===== src/rtl/sram_rr_arbiter.sv =====
// Round-robin arbiter sharing one single-port SRAM macro among NUM_REQ word-request
// ports: same-cycle grant, 1-cycle read return, per-requester lock for bursts.
module sram_rr_arbiter #(
  parameter  int NUM_REQ         = 4,
  parameter  int DATA_WIDTH      = 32,
  parameter  int SRAM_WORD_DEPTH = 512,
  localparam int ADDR_WIDTH      = $clog2(SRAM_WORD_DEPTH),
  localparam int STRB_WIDTH      = DATA_WIDTH / 8,
  localparam int IDX_WIDTH       = $clog2(NUM_REQ)
) (
  input  logic                          clk_i,
  input  logic                          rst_i,
  input  logic [NUM_REQ-1:0]            req_i,
  input  logic [NUM_REQ-1:0]            we_i,
  input  logic [NUM_REQ-1:0]            lock_i,
  input  logic [NUM_REQ*ADDR_WIDTH-1:0] addr_i,
  input  logic [NUM_REQ*DATA_WIDTH-1:0] wdata_i,
  input  logic [NUM_REQ*STRB_WIDTH-1:0] wstrb_i,
  output logic [NUM_REQ-1:0]            gnt_o,
  output logic [NUM_REQ-1:0]            rvalid_o,
  output logic [DATA_WIDTH-1:0]         rdata_o,
  output logic                          sram_en_o,
  output logic                          sram_we_o,
  output logic [ADDR_WIDTH-1:0]         sram_addr_o,
  output logic [DATA_WIDTH-1:0]         sram_wdata_o,
  output logic [STRB_WIDTH-1:0]         sram_wstrb_o,
  input  logic [DATA_WIDTH-1:0]         sram_rdata_i
);

  logic [IDX_WIDTH-1:0] ptr_q, ptr_d;
  logic [IDX_WIDTH-1:0] lock_idx_q, lock_idx_d;
  logic                 lock_vld_q, lock_vld_d;
  logic [NUM_REQ-1:0]   rvalid_q, rvalid_d;

  logic                 win_vld;
  logic [IDX_WIDTH-1:0] win_idx;
  logic                 lo_vld, hi_vld;
  logic [IDX_WIDTH-1:0] lo_idx, hi_idx;

  // Lowest requester at/above ptr wins; otherwise wrap to the lowest below ptr.
  // A locked owner that drops req releases immediately, so RR runs the same cycle.
  always_comb begin
    lo_vld  = 1'b0;
    lo_idx  = '0;
    hi_vld  = 1'b0;
    hi_idx  = '0;
    win_vld = 1'b0;
    win_idx = '0;
    for (int i = NUM_REQ - 1; i >= 0; i--) begin
      if (req_i[i] && (IDX_WIDTH'(i) < ptr_q)) begin
        lo_vld = 1'b1;
        lo_idx = IDX_WIDTH'(i);
      end
      if (req_i[i] && (IDX_WIDTH'(i) >= ptr_q)) begin
        hi_vld = 1'b1;
        hi_idx = IDX_WIDTH'(i);
      end
    end
    if (lock_vld_q && req_i[lock_idx_q]) begin
      win_vld = 1'b1;
      win_idx = lock_idx_q;
    end else if (hi_vld) begin
      win_vld = 1'b1;
      win_idx = hi_idx;
    end else if (lo_vld) begin
      win_vld = 1'b1;
      win_idx = lo_idx;
    end
    if (rst_i) begin
      win_vld = 1'b0;
    end
  end

  assign gnt_o        = win_vld ? (NUM_REQ'(1) << win_idx) : '0;
  assign sram_en_o    = win_vld;
  assign sram_we_o    = win_vld & we_i[win_idx];
  assign sram_addr_o  = win_vld ? addr_i[int'(win_idx)*ADDR_WIDTH +: ADDR_WIDTH] : '0;
  assign sram_wdata_o = win_vld ? wdata_i[int'(win_idx)*DATA_WIDTH +: DATA_WIDTH] : '0;
  assign sram_wstrb_o = win_vld ? wstrb_i[int'(win_idx)*STRB_WIDTH +: STRB_WIDTH] : '0;

  always_comb begin
    ptr_d      = ptr_q;
    lock_vld_d = 1'b0;
    lock_idx_d = lock_idx_q;
    rvalid_d   = gnt_o & ~we_i;
    if (win_vld) begin
      ptr_d = (win_idx == IDX_WIDTH'(NUM_REQ - 1)) ? '0 : win_idx + 1'b1;
      if (lock_i[win_idx]) begin
        lock_vld_d = 1'b1;
        lock_idx_d = win_idx;
      end
    end
  end

  always_ff @(posedge clk_i) begin
    if (rst_i) begin
      ptr_q      <= '0;
      lock_vld_q <= 1'b0;
      lock_idx_q <= '0;
      rvalid_q   <= '0;
    end else begin
      ptr_q      <= ptr_d;
      lock_vld_q <= lock_vld_d;
      lock_idx_q <= lock_idx_d;
      rvalid_q   <= rvalid_d;
    end
  end

  // A read whose return cycle coincides with reset is dropped.
  assign rvalid_o = rst_i ? '0 : rvalid_q;
  assign rdata_o  = sram_rdata_i;

  a_gnt_onehot: assert property (@(posedge clk_i) $onehot0(gnt_o));
  a_rvalid_onehot: assert property (@(posedge clk_i) $onehot0(rvalid_o));

  generate
    for (genvar gi = 0; gi < NUM_REQ; gi++) begin : g_chk
      a_req_hold: assert property (@(posedge clk_i) disable iff (rst_i)
        (req_i[gi] && !gnt_o[gi]) |=> (req_i[gi] && $stable(we_i[gi]) && $stable(lock_i[gi])
          && $stable(addr_i[gi*ADDR_WIDTH +: ADDR_WIDTH])
          && $stable(wdata_i[gi*DATA_WIDTH +: DATA_WIDTH])
          && $stable(wstrb_i[gi*STRB_WIDTH +: STRB_WIDTH])));
      a_rvalid_read: assert property (@(posedge clk_i) disable iff (rst_i)
        rvalid_o[gi] |-> $past(gnt_o[gi] && !we_i[gi]));
    end
  endgenerate

endmodule


===== config.mk =====
export PLATFORM = sky130hd
export DESIGN_NAME = sram_rr_arbiter
export DESIGN_NICKNAME = d
export VERILOG_FILES = /design/src/rtl/sram_rr_arbiter.sv
export SDC_FILE = /design/constraint.sdc
export NUM_CORES = 1
export LEC_CHECK = 0
export ABC_AREA = 1
export CAP_MARGIN = 20
export CELL_PAD_IN_SITES_DETAIL_PLACEMENT = 0
export CELL_PAD_IN_SITES_GLOBAL_PLACEMENT = 1
export CORE_MARGIN = 1
export CORE_UTILIZATION = 16
export DETAILED_ROUTE_END_ITERATION = 10
export GPL_ROUTABILITY_DRIVEN = 1
export PLACE_DENSITY = 0.88
export SLEW_MARGIN = 20
export SYNTH_ARGS = -nofsm -noshare
export SYNTH_HDL_FRONTEND = slang
export SYNTH_SLANG_ARGS = --single-unit
export TNS_END_PERCENT = 5

===== constraint.sdc =====
create_clock -name clk_i -period 3.61 [get_ports clk_i]
set_input_delay 0.722 -clock clk_i [delete_from_list [all_inputs] [get_ports clk_i]]
set_output_delay 0.722 -clock clk_i [all_outputs]
set_load 0.005 [all_outputs]

==> results of run 1 <==
routing by layer:
metal | vias up | wire, microns | GRT usage (%) | part of all wire [%]
met5 | - | 0 | 0 | 0
met4 | 0 | 246 | 2.69 | 1.9
met3 | 18 | 813 | 2.89 | 6.4
met2 | 162 | 6140 | 26.9 | 48
met1 | 1668 | 5510 | 18.8 | 43
li1 | 2067 | - | - | -
repair_timing:
| action | CTS | global route |
|---|---|---|
| setup endpoints to repair | 50 | 48 |
| buffers inserted | 0 | 6 |
| gates cloned | 0 | 1 |
| gates resized for setup | 55 | 48 |
| hold buffers | 0 | 0 |
| pin swaps | 2 | 9 |
cell usage after synthesis, types with 3 or more instances:
| cell type | count | area (sq um) |
|---|---|---|
| ha_1 | 4 | 50.1 |
| buf_4 | 32 | 240 |
| nor2_1 | 198 | 743 |
| buf_2 | 15 | 75.1 |
| buf_1 | 3 | 11.3 |
| nor3_1 | 4 | 20.0 |
| nand2_1 | 17 | 63.8 |
| clkbuf_1 | 10 | 37.5 |
| nand3_1 | 12 | 60.1 |
| inv_2 | 4 | 15.0 |
| o21ai_1 | 42 | 210 |
| o21ai_0 | 53 | 265 |
| a21oi_1 | 53 | 265 |
| inv_1 | 19 | 71.3 |
| buf_6 | 7 | 78.8 |
| dfxtp_1 | 9 | 180 |
logic make-up (layout without fill, tap and decap cells):
family / count (synthesis) / count (layout) / synth area share (%)
compound gates: 152 / 152 / 31.4
fa+ha+maj: 4 / 4 / 2.03
buf+inv: 91 / 341 / 21.7
simple gates: 235 / 235 / 37.6
flops: 9 / 9 / 7.32
report_power, final:
part	leakage, nW	internal (mW)	switching (mW)
clock network	0.0382	0.147	0.0448
registers	0.0740	0.128	0.0296
logic	2.25	1.41	1.40
total	2.37	1.68	1.47
worst max-delay path: cells and delay by family:
family / cells / cell delay [ps]
AO/OA/AOI/OAI: 3 / 400
buffers and inverters: 5 / 1380
AND/OR/NAND/NOR: 6 / 480
through the flow:
step                instance area, sq um  setup slack [ps]  util [%]  TNS [ps]
floorplan                           2460               922         -         0
global placement                    5320              -310      36.0    -11930
detailed placement                  5320              -321      36.0    -13060
CTS                                 5370              -164      36.4      -868
global route                        5450              -281      36.9     -3480
finish                              5450              -111      36.9      -352
registers in the layout (all words and copies together), names as in the netlist:
signal,flops
rvalid_q,4
lock_idx_q,2
ptr_q,2
lock_vld_q,1
path summary, 6_finish.rpt:
check                                  start                          to  slack (ps)  depth (start not counted)
hold / removal    lock_idx_q[0]$_SDFFE_PP0P_  lock_idx_q[0]$_SDFFE_PP0P_         550                          2
setup / recovery                    req_i[0]            sram_wdata_o[17]        -110                         14
hold reg to reg   lock_idx_q[0]$_SDFFE_PP0P_  lock_idx_q[0]$_SDFFE_PP0P_         550                          2
setup reg to reg  lock_idx_q[0]$_SDFFE_PP0P_      rvalid_q[0]$_SDFF_PP0_        1590                         13
layout by cell type (no fill, tap or decap), types with 5 or more instances in the layout:
cell | netlist | routed
nor2_1 | 198 | 198
dfxtp_1 | 9 | 9
buf_12 | 0 | 11
nand3_1 | 12 | 12
inv_1 | 19 | 19
o21ai_0 | 53 | 47
o21ai_1 | 42 | 47
a21oi_1 | 53 | 49
buf_4 | 32 | 46
dlygate4sd2_1 | 0 | 28
a21oi_2 | 2 | 5
clkdlybuf4s15_1 | 0 | 5
clkbuf_2 | 0 | 11
clkdlybuf4s50_1 | 0 | 199
nand2_1 | 17 | 15
final cells by class:
cell class / count / area share, %
clock buffers: 4 / 1.45
well taps: 184 / 4.22
repair buffers: 313 / 56.5
flip-flops and latches: 9 / 3.31
multi-input cells: 391 / 32.8
inverters: 24 / 1.79
==> results.md, run 1 <==
* I/O Pins at 313
* Antenna Diode Count at 0
* Synth Cell Area at between 0.002 and 0.0025 sq mm
* Layout area overhead at 121%
* CTS tree: yes
* Top_reg_cell synth: dfxtp_1
* Violations in the final reports: negative setup slack
* Die H at 126 microns
* Placed insts at about 900
* Worst-path cell chain: clkdlybuf4s50_1 > inv_1 > nand2_1 > nand3_1 > nand2_2 > nand2_2 > buf_4 > nand2_1 > o21ai_4 > buf_12 > nor2_1 > o21ai_1 > a21oi_1 > clkdlybuf4s50_1
* WL final at between 10000 and 15000 microns
* Status: finished with violations
* Initial DRC count at around 160
* DRT Pass-1 Iters at 6
* Synthesized instance count at approximately 490
* Register area at 180 sq um
* Initial antenna violation count at 0
* Overall power at 3.16 mW
* Layout cell share with drive strength beyond 1 at between 10% and 20%
* Largest stage delay, worst path at ~520 ps
* VDD IR-drop max at 0.232 mV
* Routed length per instance at 13.7 microns
* RSZ-0062 raised after global routing: yes
* Number of setup violations in the final report at 8
* Library cells used by synthesis at 23
* Crit path max fanout at 15
* Number of global-route vias before repair at 3779
* CP Data Required Time at between 2000 and 3000 ps
* Starting Density at between 10% and 20%
* Post-synth EDFFs at 0
* Critical Path AT at ~3000 ps
* Number of CTS-inserted buffers at 3
* Clock sinks at 9
* Power Dens Cells at slightly below 600 mW/mm^2
* Sequential-to-total area share from yosys stat at approximately 7.3%
* Slew headroom at 78.4%
* Fin worst setup slack at -111 ps
* CTS root buf: clkbuf_16
* DRT antenna net count at 0
* Hold Path Class: flip-flop to flip-flop
* Nature of the critical path endpoint: output pin
* # rows at between 40 and 50
* Port bufs at roughly 250
* Nets at 972
* Footprint of the multi-input gates at between 0.0015 and 0.002 sq mm
* Leak pwr at 2.37 nW
* Net Count, Synth at 721
* Congestion Overflow GR at 0
* Remaining DRCs at 0
* Final Max Tran Viols at 0
* HPWL after DPL at between 10000 and 15000 microns
* Startpoint type of the worst setup path: input pin
* Routed vias/inst at 4.23
* Hold Slack at between 500 and 600 ps
* Vias at approximately 4000
* Fillers at about 1600
* Global-route usage over all layers at ~15%
* Clk pin slew, worst setup/hold paths at around 40 ps
* Critical path's slowest cell: clkdlybuf4s50_1
* Fmax at between 200 and 300 MHz
* Least-Margin Pin Slew at roughly 320 ps
* Clock latency on the worst-skew pair at 230 ps
* Maximum clock path buffer count at 2
* FFs w/ async S/R, synth at 0%
* MaxCap Viol Count at 0
* Crit path kind: input pin to output pin
* Core Region at around 0.015 sq mm
* Final Wtd Congestion at approximately 0.9
* Largest net degree at the start of global routing at 43
* Crit share post-route at 103%
* #FFs+latches synth at 9
* Die ar. at 0.0159 sq mm
* # H-tree levels at 1
* Final Hold Vio Count at 0
* Yosys Warn Count at 0
* Die Span X at ~130 microns
* Clock Skew at about 0.8 ps
* First-pass GRT wire length at between 15000 and 20000 microns
* Minimum clock period at about 3700 ps
* Finished Layout Cells at 925
* Syn avg cell area at ~5 sq um
No activity file was read; power rests on OpenSTA's default activity.
==> inputs of run 2 (changes only) <==
--- a/config.mk
+++ b/config.mk
@@ -13,6 +13,7 @@
 export CORE_UTILIZATION = 16
 export DETAILED_ROUTE_END_ITERATION = 10
 export GPL_ROUTABILITY_DRIVEN = 1
+export GPL_TIMING_DRIVEN = 0
 export PLACE_DENSITY = 0.88
 export SLEW_MARGIN = 20
 export SYNTH_ARGS = -nofsm -noshare
==> run 2 against run 1 <==
The flow still finishes with violations (negative setup slack). Setup slack worse by 25 ps. Combinational power down 6%. Non-clock buffer count up 36. Die area unchanged. Cell count up 3.9%. Global-route usage up 1.9 points. Sequential power about the same. Routed wire length up 10%. Sequential share of layout area down 0.14 points. Largest cell class unchanged.
==> results.md, run 2 (synthesized netlist as in run 1, its figures left out) <==
* Fmax at 267 MHz (was 269 MHz)
* Number of global-route vias before repair at 4028 (was 3779)
* # rows at 44 (unchanged)
* Die ar. at 0.0159 sq mm (unchanged)
* Hold Slack at 546 ps (was 554 ps)
* Fin worst setup slack at -136 ps (was -111 ps)
* Antenna Diode Count at 0 (unchanged)
* Crit path kind: input pin to output pin (unchanged)
* Least-Margin Pin Slew at 455 ps (was 322 ps)
* Initial DRC count at 152 (was 163)
* Violations in the final reports: negative setup slack (unchanged)
* Largest regs: rvalid_q (4), lock_idx_q (2), ptr_q (2) (unchanged)
* Layout area overhead at 132% (was 121%)
* Nets at 1008 (was 972)
* Die H at 126 microns (unchanged)
* Hold Path Class: flip-flop to flip-flop (unchanged)
* Startpoint type of the worst setup path: input pin (unchanged)
* I/O Pins at 313 (unchanged)
* Global-route usage over all layers at 16.9% (was 15.1%)
* Routed length per instance at 14.6 microns (was 13.7 microns)
* Initial antenna violation count at 0 (unchanged)
* MaxCap Viol Count at 0 (unchanged)
* Max FFs per register at 4 (unchanged)
* DRT Pass-1 Iters at 6 (unchanged)
* Crit share post-route at 104% (was 103%)
* # H-tree levels at 1 (unchanged)
* CTS tree: yes (unchanged)
* Number of setup violations in the final report at 4 (was 8)
* Met3 usage at 2.55% (was 2.89%)
* CTS root buf: clkbuf_16 (unchanged)
* Number of CTS-inserted buffers at 3 (unchanged)
* Finished Layout Cells at 961 (was 925)
* Largest net degree at the start of global routing at 12 (was 43)
* Core Region at 0.0148 sq mm (unchanged)
* Met1 GRT Util at 21.7% (was 18.8%)
* Slew headroom at 69.7% (was 78.4%)
* Clock sinks at 9 (unchanged)
* Remaining DRCs at 0 (unchanged)
* HPWL after DPL at 11400 microns (was 10200 microns)
* Pre-CTS WS at -743 ps (was -321 ps)
* Nature of the critical path endpoint: output pin (unchanged)
* Clock latency on the worst-skew pair at 240 ps (was 230 ps)
* Crit path max fanout at 10 (was 15)
* Maximum clock path buffer count at 2 (unchanged)
* Status: finished with violations (unchanged)
* VDD IR-drop max at 0.200 mV (was 0.232 mV)
* Congestion Overflow GR at 0 (unchanged)
* RSZ-0062 raised after global routing: yes (unchanged)
* Cts hold-fix bufs at 0 (unchanged)
* Placed insts at 955 (was 914)
* Most frequent cells in the layout: clkdlybuf4s50_1, nor2_1, o21ai_0, a21oi_1 (was clkdlybuf4s50_1, nor2_1, a21oi_1, o21ai_0, o21ai_1)
* WL final at 14000 microns (was 12700 microns)
* Die Span X at 126 microns (unchanged)
* GRT busiest layer: met2 (unchanged)
* Clk pin slew, worst setup/hold paths at 40 ps (about the same)
* Critical Path AT at 3020 ps (was 3000 ps)
* Final Hold Vio Count at 0 (unchanged)
* Port bufs at 280 (was 248)
* Fillers at 1643 (was 1614)
* Power Dens Cells at 527 mW/mm^2 (was 579 mW/mm^2)
* Vias at 4161 (was 3915)
* Minimum clock period at 3750 ps (was 3720 ps)
* Final Wtd Congestion at 0.875 (about the same)
* Routed vias/inst at 4.33 (was 4.23)
* Final Max Tran Viols at 0 (unchanged)
* Largest reg by FF count: rvalid_q (unchanged)
* GRT met2 Usage at 31.0% (was 26.9%)
* First-pass GRT wire length at 21400 microns (was 19400 microns)
* Most common cell after layout, fill and taps aside: clkdlybuf4s50_1 (unchanged)
* DRT antenna net count at 0 (unchanged)
* Layout cell share with drive strength beyond 1 at 12.6% (was 13.1%)
* Clock Skew at 3.06 ps (was 0.784 ps)
* Leak pwr at 2.51 nW (was 2.37 nW)
* CP Data Required Time at 2890 ps (about the same)
* Starting Density at 16.7% (unchanged)
==> run 2: changes by cell type in the layout (fill, tap and decap cells not counted), moves of 4 or more <==
cell             delta
buf_12             -10
o21ai_1             -8
dlymetal6s2s_1      +4
o21ai_0             +5
buf_2               +7
clkdlybuf4s50_1    +32
buf_4               -7
==> run 2: through the flow <==
step / util, % / power, mW / setup TNS [ps] / cell area [sq um]
detailed placement: 37.2 / 2.78 / -26490 / 5500
floorplan: - / 1.59 / 0 / 2460
global placement: 37.2 / 2.78 / -28160 / 5500
global route: 38.6 / 3.34 / -2630 / 5700
finish: 38.6 / 3.01 / -411 / 5700
CTS: 38.4 / 3.03 / -1570 / 5670
==> run 2: worst paths after layout <==
check,startpoint,to,slack [ps],cells after the start
worst max-delay path,req_i[3],sram_wdata_o[28],-140,16
worst min-delay path,ptr_q[0]$_SDFFE_PP0P_,ptr_q[0]$_SDFFE_PP0P_,550,2
worst max register to register,ptr_q[1]$_SDFFE_PP0P_,ptr_q[1]$_SDFFE_PP0P_,1520,10
worst min register to register,ptr_q[0]$_SDFFE_PP0P_,ptr_q[0]$_SDFFE_PP0P_,550,2
==> run 2: area by class of cell <==
type | count | area, sq um | area share, %
Inverter | 24 | 95.1 | 1.67
Buffer | 67 | 529 | 9.28
Clock inverter | 1 | 5.00 | 0.0878
Clock buffer | 3 | 75.1 | 1.32
Sequential cell | 9 | 180 | 3.16
Tap cell | 184 | 230 | 4.04
Timing Repair Buffer | 282 | 2770 | 48.6
Multi-Input combinational cell | 391 | 1820 | 31.8
==> run 2: per-layer routing <==
| metal | vias to the layer above | wire [microns] |
|---|---|---|
| met5 | - | 0 |
| met4 | 0 | 0 |
| met3 | 0 | 871 |
| met2 | 174 | 7150 |
| met1 | 1845 | 6000 |
| li1 | 2142 | - |
==> run 2: repair_timing <==
item | CTS | global route
setup endpoints to repair | 50 | 46
buffers inserted | 2 | 0
resized for setup | 83 | 36
pin swaps | 3 | 3
==> run 2: critical path: stages <==
cell,delay [ps]
clkdlybuf4s50_1,490
inv_1,50
nand2_1,50
nand3_1,80
nand2_2,110
nand2_4,90
nand3_4,100
nand2_8,90
clkinv_4,80
buf_12,140
buf_8,130
nor2_1,40
nor2_1,90
o21ai_1,70
a21oi_1,140
clkdlybuf4s50_1,510
==> run 2: report_power, final <==
group	internal, mW	total, mW	switching, mW
logic	1.22	2.65	1.43
registers	0.128	0.159	0.0313
clock network	0.146	0.197	0.0508
